<file path="config.mk">
export PLATFORM = sky130hd
export DESIGN_NAME = regfile_test_driver
export DESIGN_NICKNAME = d
export VERILOG_FILES = /design/src/rtl/regfile_test_driver.sv
export SDC_FILE = /design/constraint.sdc
export NUM_CORES = 1
export LEC_CHECK = 0
export BUFFER_PORTS_ARGS = -buffer_cell sky130_fd_sc_hd__buf_2
export CORE_ASPECT_RATIO = 0.6
export CORE_MARGIN = 10
export CORE_UTILIZATION = 31
export CTS_CLUSTER_DIAMETER = 80
export DETAILED_ROUTE_END_ITERATION = 7
export SLEW_MARGIN = 10
export SYNTH_ARGS = -nofsm -noshare
export SYNTH_HDL_FRONTEND = slang
export SYNTH_SLANG_ARGS = --single-unit
export TNS_END_PERCENT = 100
</file>
<file path="constraint.sdc">
create_clock -name clock -period 4.8 [get_ports clock]
set_input_delay 1.44 -clock clock [delete_from_list [all_inputs] [get_ports clock]]
set_output_delay 1.44 -clock clock [all_outputs]
set_load 0.005 [all_outputs]
</file>
<file path="src/rtl/regfile_test_driver.sv">
// Register-file self-test engine: writes two patterns to all 32 registers,
// reads them back on both ports and reports mismatches.
module regfile_test_driver #(
    parameter logic [31:0] SEED         = 32'hA5A5_0000,
    parameter bit          STOP_ON_FAIL = 1'b0
) (
    input  logic        clock,
    input  logic        reset,
    input  logic        start,
    input  logic [31:0] t_data_readRegA,
    input  logic [31:0] t_data_readRegB,
    output logic        test,
    output logic        t_ctrl_writeEnable,
    output logic [4:0]  t_ctrl_writeReg,
    output logic [4:0]  t_ctrl_readRegA,
    output logic [4:0]  t_ctrl_readRegB,
    output logic [31:0] t_data_writeReg,
    output logic        busy,
    output logic        done,
    output logic        pass,
    output logic [7:0]  err_count,
    output logic [4:0]  first_fail_reg,
    output logic        first_fail_port
);

    typedef enum logic [2:0] {
        IDLE,
        WRITE,
        READ,
        DRAIN,
        DONE
    } state_t;

    state_t      state_q;
    logic [4:0]  k_q;
    logic        p_q;
    logic        test_q;
    logic        we_q;
    logic [4:0]  wreg_q;
    logic [4:0]  ra_q;
    logic [4:0]  rb_q;
    logic [31:0] wdata_q;
    logic        busy_q;
    logic        done_q;
    logic        pass_q;
    logic [7:0]  err_q;
    logic [4:0]  ffreg_q;
    logic        ffport_q;

    // Read data is captured one edge after it is presented and compared the
    // edge after that, so the last read of a pass is checked in DRAIN.
    logic        cmp_v_q;
    logic [4:0]  cidx_q;
    logic [31:0] cap_a_q;
    logic [31:0] cap_b_q;

    logic        cmp_en;
    logic        mis_a;
    logic        mis_b;
    logic [8:0]  err_sum;
    logic [7:0]  err_d;
    logic        go_done;

    function automatic logic [31:0] pat(input logic p, input logic [4:0] i);
        logic [31:0] s;
        s = SEED + {27'd0, i};
        return p ? ~s : s;
    endfunction

    function automatic logic [31:0] exp_val(input logic p, input logic [4:0] i);
        return (i == 5'd0) ? 32'd0 : pat(p, i);
    endfunction

    always_comb begin
        cmp_en  = cmp_v_q && (state_q == WRITE || state_q == READ
                              || state_q == DRAIN);
        mis_a   = cmp_en && (cap_a_q != exp_val(p_q, cidx_q));
        mis_b   = cmp_en && (cap_b_q != exp_val(p_q, ~cidx_q));
        err_sum = {1'b0, err_q} + {8'd0, mis_a} + {8'd0, mis_b};
        err_d   = err_sum[8] ? 8'hFF : err_sum[7:0];
        go_done = (state_q == DRAIN && p_q)
                  || (STOP_ON_FAIL && (mis_a || mis_b));
    end

    always_ff @(posedge clock or negedge reset) begin
        if (!reset) begin
            state_q  <= IDLE;
            k_q      <= 5'd0;
            p_q      <= 1'b0;
            test_q   <= 1'b0;
            we_q     <= 1'b0;
            wreg_q   <= 5'd0;
            ra_q     <= 5'd0;
            rb_q     <= 5'd0;
            wdata_q  <= 32'd0;
            busy_q   <= 1'b0;
            done_q   <= 1'b0;
            pass_q   <= 1'b0;
            err_q    <= 8'd0;
            ffreg_q  <= 5'd0;
            ffport_q <= 1'b0;
            cmp_v_q  <= 1'b0;
            cidx_q   <= 5'd0;
            cap_a_q  <= 32'd0;
            cap_b_q  <= 32'd0;
        end else begin
            cmp_v_q <= (state_q == READ);
            cidx_q  <= k_q;
            cap_a_q <= t_data_readRegA;
            cap_b_q <= t_data_readRegB;

            if (cmp_en) begin
                err_q <= err_d;
                if (err_q == 8'd0 && (mis_a || mis_b)) begin
                    ffreg_q  <= mis_a ? cidx_q : ~cidx_q;
                    ffport_q <= !mis_a;
                end
            end

            if (go_done) begin
                state_q <= DONE;
                test_q  <= 1'b0;
                we_q    <= 1'b0;
                wreg_q  <= 5'd0;
                ra_q    <= 5'd0;
                rb_q    <= 5'd0;
                wdata_q <= 32'd0;
                busy_q  <= 1'b0;
                done_q  <= 1'b1;
                pass_q  <= (err_d == 8'd0);
            end else begin
                unique case (state_q)
                    IDLE, DONE: begin
                        if (start) begin
                            state_q  <= WRITE;
                            k_q      <= 5'd0;
                            p_q      <= 1'b0;
                            test_q   <= 1'b1;
                            we_q     <= 1'b1;
                            wreg_q   <= 5'd0;
                            wdata_q  <= pat(1'b0, 5'd0);
                            busy_q   <= 1'b1;
                            done_q   <= 1'b0;
                            pass_q   <= 1'b0;
                            err_q    <= 8'd0;
                            ffreg_q  <= 5'd0;
                            ffport_q <= 1'b0;
                        end
                    end
                    WRITE: begin
                        if (k_q == 5'd31) begin
                            state_q <= READ;
                            k_q     <= 5'd0;
                            we_q    <= 1'b0;
                            ra_q    <= 5'd0;
                            rb_q    <= 5'd31;
                        end else begin
                            k_q     <= k_q + 5'd1;
                            wreg_q  <= k_q + 5'd1;
                            wdata_q <= pat(p_q, k_q + 5'd1);
                        end
                    end
                    READ: begin
                        if (k_q == 5'd31) begin
                            state_q <= DRAIN;
                        end else begin
                            k_q  <= k_q + 5'd1;
                            ra_q <= k_q + 5'd1;
                            rb_q <= ~(k_q + 5'd1);
                        end
                    end
                    DRAIN: begin
                        state_q <= WRITE;
                        k_q     <= 5'd0;
                        p_q     <= 1'b1;
                        we_q    <= 1'b1;
                        wreg_q  <= 5'd0;
                        wdata_q <= pat(1'b1, 5'd0);
                    end
                    default: state_q <= IDLE;
                endcase
            end
        end
    end

    assign test               = test_q;
    assign t_ctrl_writeEnable = we_q;
    assign t_ctrl_writeReg    = wreg_q;
    assign t_ctrl_readRegA    = ra_q;
    assign t_ctrl_readRegB    = rb_q;
    assign t_data_writeReg    = wdata_q;
    assign busy               = busy_q;
    assign done               = done_q;
    assign pass               = pass_q;
    assign err_count          = err_q;
    assign first_fail_reg     = ffreg_q;
    assign first_fail_port    = ffport_q;

endmodule
</file>
### Word-level counts from Yosys, hierarchy flattened

Index checks and enable logic that the tools add are counted.

| word-level totals | value |
|---|---|
| register bits after elaboration | 144 |
| input port bits | 67 |
| logic and storage cells | 126 |

| operators by class | value |
|---|---|
| add/sub/neg operators | 6 |
| equal/unequal tests | 14 |
| muxes and demuxes | 54 |
| bitwise gates (word level) | 6 |
| reduce and logical (&&, ||, !) cells | 28 |

Operator list:

| kind | number |
|---|---|
| $mux 32 | 8 |
| $add 32x5->32 const A | 3 |
| $not 32->32 | 3 |
| $pmux 32 s3 | 1 |
| $mux 5 | 15 |
| $ne 32x32->1 | 2 |
| $mux 8 | 5 |
| $pmux 5 s2 | 2 |
| $pmux 5 s4 | 1 |
| $logic_not 8->1 | 2 |
| $pmux 5 s3 | 1 |
| $reduce_and 3->1 | 5 |
| $mux 1 | 14 |
| $mux 3 | 4 |
| $pmux 3 s4 | 1 |
| $logic_not 5->1 | 2 |
| $not 5->5 | 2 |
| $add 8x1->9 | 1 |
| $add 9x1->9 | 1 |
| $ne 3x3->1 const B | 3 |
| $reduce_bool 4->1 | 2 |
| $eq 3x2->1 const B | 2 |
| $ne 3x2->1 const B | 2 |
| $reduce_bool 2->1 | 3 |
| other kinds (16) | 23 |

### Logic depth before layout (Yosys ltp)

| depth | value |
|---|---|
| depth after elaboration | 14 |
| gate-level depth with buffers | 16 |
| gate-level depth less buffers | 13 |

### Worst setup path before layout

Ideal clock, no wire load.

| path | value |
|---|---|
| path kind | reg2reg |
| start | register cidx_q[0] |
| end | register pass_q (netlist: pass) |
| library setup time | 0.095 ns |
| arrival | 3.356 ns |
| setup slack | 1.349 ns |
| stages on the path, launching flop included | 17 |
| path buffers | 3 |
| period minus slack after synthesis | 3.451 ns |
| cells stage by stage | dfrtp_1 > buf_6 > or4_4 > o32ai_2 > and3_1 > o22ai_1 > and4b_1 > buf_6 > nor2_1 > fa_1 > ha_1 > and3_1 > clkbuf_1 > nand2_1 > xor2_1 > a31oi_1 > o31ai_1 |

| on the way | value |
|---|---|
| word-level cells in the longest chain between the ends | 11 |
| elaborated cells on any way between the ends | 20 |
| classes of those cells | 4 x add/sub; 2 x eq/ne; 6 x mux; 3 x bitwise; 5 x reduce/logical |

Ends and longest elaborated chain:

| item | line | source |
|---|---|---|
| start: declaration | 53 | `logic [4:0] cidx_q;` |
| start signal: assignment | 108 | `cidx_q <= k_q;` |
| $add 32x5->32 / $not 5->5 (equally long branches) | 66, 78 |  |
| $not 32->32 / $add 32x5->32 (equally long branches) | 67, 66 |  |
| $mux 32 / $not 32->32 (equally long branches) | 67 | `return p ? ~s : s;` |
| $mux 32 (on tied branches) | 71, 67 |  |
| $ne 32x32->1 / $mux 32 (equally long branches) | 77, 71 |  |
| $logic_and 1x1->1 / $ne 32x32->1 (equally long branches) | 77, 78 |  |
| $add 8x1->9 / $logic_and 1x1->1 (equally long branches) | 79, 78 |  |
| $add 9x1->9 (*) | 79 | `err_sum = {1'b0, err_q} + {8'd0, mis_a} + {8'd0, mis_b};` |
| $mux 8 (*) | 80 | `err_d = err_sum[8] ? 8'hFF : err_sum[7:0];` |
| $logic_not 8->1 (*) | 130 | `pass_q <= (err_d == 8'd0);` |
| $mux 1 (*) | 120 | `if (go_done) begin` |
| end signal: assignment | 130 |  |
| end: declaration | 45 | `logic pass_q;` |

Every way passes the cells marked *; elsewhere a longest branch is shown, timed or not.
A chain may end at the register's enable or synchronous reset.

### Worst setup path after layout

Ends and elaborated chain as after synthesis.

==> results list <==
* Cells resized by post-CTS repair: 0
- The number of different library cells used by synthesis comes to 54.
- Kind of cell with the highest combined delay on the critical path: simple AND/OR/NAND/NOR gates
* Die X: 187.2 um
* Most frequent standard cell in the layout excluding fill and tap cells: sky130_fd_sc_hd__buf_2
- Number of setup buffers added after CTS: 0
- The clock reaches the later pin of the worst-skew pair after 0.40 ns.
- Share of power burned in combinational logic: 0.248
- The floorplan has 36 rows.
* Type of element capturing the critical path: register
- Port bufs: 132
* Routed vias/inst: 4.816
- In this run the deepest clock path goes through 2 buffers.
- Cell count after placement: 786
* Overall track demand over capacity in global routing: 0.1274
* #FFs+latches synth: 119
- Dividing the final minimum period by the clock period gives 0.8024.
- The number of pins with negative max-slew slack in the final report is 0.
- Synthesized instance count: 468
- Summing all non-filler instances in the final layout gives an area of 6457 um^2.
* Global-route wire length before repair: 22,890 um
- Setup violations remaining at the end of the flow were counted as 0.
- Yosys printed 0 warnings.
- Final cell count without fillers: 817
* Class of the most critical setup path: reg -> reg
- The via count of the first global-routing pass is 4,088.
* Master of the slowest instance on the critical path: sky130_fd_sc_hd__or4_4
* HPWL reported at the end of detailed placement: 10,550 um
* Max-cap check violation count: 0
- In this run the static leakage power is 3.027 nW.
* Clock transition at the register clock pins on the worst setup and hold paths after CTS: 0.06 ns
- When the netlist entered floorplanning its net count stood at 539.
- The signal on the critical path passes through or4_4 -> nand2b_1 -> o22ai_1 -> o2bb2ai_1 -> and4b_1 -> nor2_1 -> fa_1 -> ha_1 -> and3_1 -> nand2_1 -> xor2_1 -> a31oi_1 -> o31ai_1.
* Area growth from synthesis to layout: 24.24%
- Setup repair after global routing left no endpoint under its margin.
- Summed over all nets, the switching power comes to 0.001087 W.
* Share of synthesized flip-flops with an asynchronous set or reset: 1.000
- Clock skew on the completed layout was measured at 0.01060 ns.
- Starting Density: 0.3179
* TritonCTS clock tree: done
* Remaining max-slew budget at the tightest pin: 0.3423
- Sequential-to-total area share from yosys stat: 0.5729
- STA puts the critical path data required time at 5.10 ns.
- Power spread over the standard cell area amounts to 524.9 nW/um^2.
* Die Outline Area: 22,510 um^2
- Max VDD drop: 0.0003274 V
- Chip Height: 120.3 um
* Total via count in the routed design: 3,935
* Seq pwr share: 0.395
* Worst EP arrival: 4.16 ns
- In this design, the stage delay of the slowest critical-path cell is 0.60 ns.
- For this block, the initial DRC count from the detailed router was 292.
- The run finished with clean final reports.
- Final layout net count: 648
* Global placer's final weighted congestion: 0.8377
- In this run the standard cell core region covers 16,350 um^2.
- 133 I/O pins were placed.
* Drt wl/cell: 17.31 um
* Endpoints failing hold: 0
- Counting flops with a built-in enable in the synthesized netlist gives 0.
- Clock tree synthesis found a total of 119 sinks.
* Total power: 0.003390 W
- Cell internal power was estimated by the tool at 0.002303 W.
* Largest net degree at the start of global routing: 79
* Maximum level of the CTS H-tree: 4
* Pre-Repair DR Iteration Count: 5
- CTS Root Buffer Type: sky130_fd_sc_hd__clkbuf_16
- Post-route setup TNS: 0 ns
- Clock tree synthesis inserted a total of 17 buffers.
- The detail route stage leaves a number of antenna-violating nets equal to 0.
- Post-CTS Hold Fix Bufs: 0
- Of the total power, the share spent switching nets is 0.3207.
- In the synthesized netlist the dominant register cell turns out to be sky130_fd_sc_hd__dfrtp_1.
- Post-synthesis area per instance: 11.11 um^2
- Number of antenna violations at the first check in global routing: 0
- Worst min-delay path category: reg -> reg
- Aggregate global routing overflow: 0
- Post-route DRC violation count: 0
- 0 antenna diodes ended up in the layout.
- Summed over all layers, the routed wires come to 14,140 um.
- Top library cells by usage in the layout, fill and taps aside: 131 x sky130_fd_sc_hd__buf_2, 119 x sky130_fd_sc_hd__dfrtp_1, 34 x sky130_fd_sc_hd__nor2_1, 33 x sky130_fd_sc_hd__nand2_1, 23 x sky130_fd_sc_hd__a21oi_1
* Transition time of the tightest slew-check pin: 0.9866 ns
- Share of cells above drive strength 1: 0.3158
* Cell area after technology mapping: 5197 um^2
- Largest fanout on the critical path: 12
- Fin crit period: 3.851 ns
- Utilization after layout: 0.3949
- Derived from the worst setup path, the maximum achievable clock frequency is 0.2596 GHz.
- STA classifies the critical path startpoint as a register.
- Clock share of power: 0.357
- DP Area: 5892 um^2
- Buf+Inv Stages, Crit Path: 0
-- worst register-to-register path, delay by kind of cell (launching register included) --
family | cells | cell delay [ns]
fa+ha+maj | 2 | 0.67
flops | 1 | 0.47
compound gates | 4 | 0.64
simple gates | 6 | 1.81
xor+xnor | 1 | 0.15
-- per-stage QoR --
| stage | worst slack [ns] | hold WS [ns] |
|---|---|---|
| 6_report | 0.9486 | 0.4239 |
| 3_5_place_dp | 1.087 | 0.4254 |
| 4_1_cts | 1.016 | 0.4373 |
| 5_1_grt | 0.6686 | 0.4580 |
| 3_3_place_gp | 1.123 | 0.4158 |
| 2_1_floorplan | 1.349 | 0.3797 |
-- per-layer routing --
layer	GRT usage	vias up	wire length, um
li1	-	1903	-
met1	0.1749	1884	6875
met2	0.1839	139	6083
met3	0.04650	9	1068
met4	0.03661	0	116
met5	0	-	0
-- final timing paths --
kind | from | endpoint | slack [ns] | depth (start not counted)
max | cidx_q[0]$_DFF_PN0_ | pass$_DFFE_PN0P_ | 0.95 | 13
min | k_q[4]$_DFFE_PN0P_ | cidx_q[4]$_DFF_PN0_ | 0.42 | 0
max reg2reg | cidx_q[0]$_DFF_PN0_ | pass$_DFFE_PN0P_ | 0.95 | 13
min reg2reg | k_q[4]$_DFFE_PN0P_ | cidx_q[4]$_DFF_PN0_ | 0.42 | 0
max in group asynchronous | reset | cap_b_q[29]$_DFF_PN0_ | 2.66 | 2
min in group asynchronous | reset | cap_a_q[9]$_DFF_PN0_ | 1.21 | 1
-- area by class of cell --
class	count	area, um^2
Inverter	13	48.80
Fill cell	1587	9893
Timing Repair Buffer	138	708.2
Tap cell	228	285.3
Multi-Input combinational cell	288	1872
Clock buffer	20	466.7
Sequential cell	119	2978
Clock inverter	11	98.84
-- power by group through the flow --
stage / registers [W] / logic (W) / clock network, W
finish: 0.00134 / 0.000840 / 0.00121
global placement: 0.00134 / 0.000835 / 0
global route: 0.00137 / 0.000937 / 0.00129
CTS: 0.00134 / 0.000859 / 0.00124
floorplan: 0.00129 / 0.000665 / 0
detailed placement: 0.00136 / 0.000847 / 0
-- cell usage after synthesis, drive strengths merged, types with 3 or more instances --
| library cell | number | area (um^2) |
|---|---|---|
| nor3 | 10 | 50.05 |
| a21oi | 23 | 115.1 |
| nor4 | 14 | 87.58 |
| o211ai | 3 | 22.52 |
| nor2b | 3 | 18.77 |
| o21ai | 17 | 85.08 |
| a311oi | 4 | 35.03 |
| nand4 | 11 | 68.82 |
| nor2 | 34 | 127.6 |
| dfrtp | 119 | 2978 |
| a41oi | 4 | 35.03 |
| nand2b | 8 | 50.05 |
| a22o | 9 | 78.83 |
| xor2 | 7 | 61.31 |
| inv | 13 | 48.80 |
| xnor2 | 13 | 113.9 |
| o22ai | 5 | 31.28 |
| clkbuf | 14 | 52.55 |
| nand2 | 33 | 123.9 |
| nand3 | 13 | 65.06 |
| a31oi | 4 | 25.02 |
| o2bb2ai | 6 | 52.55 |
| or4 | 3 | 26.27 |
| buf | 34 | 246.5 |
| o211a | 5 | 50.05 |
| a211oi | 7 | 67.57 |
| o31ai | 5 | 37.54 |
| ha | 3 | 37.54 |
| and3 | 8 | 50.05 |
| and4 | 6 | 53.80 |
| mux2 | 9 | 101.4 |
-- logic make-up (layout without fill, tap and decap cells) --
group | Yosys count | after routing | share of synthesized area
AND/OR/NAND/NOR | 151 | 151 | 0.1509
XOR/XNOR | 20 | 20 | 0.03370
flip-flops | 119 | 119 | 0.5729
multiplexers | 10 | 10 | 0.02143
buffers and inverters | 61 | 182 | 0.06692
AO/OA/AOI/OAI | 103 | 103 | 0.1430
adder cells (fa/ha/maj) | 4 | 4 | 0.01107
Power figures use the tool's default switching activity.
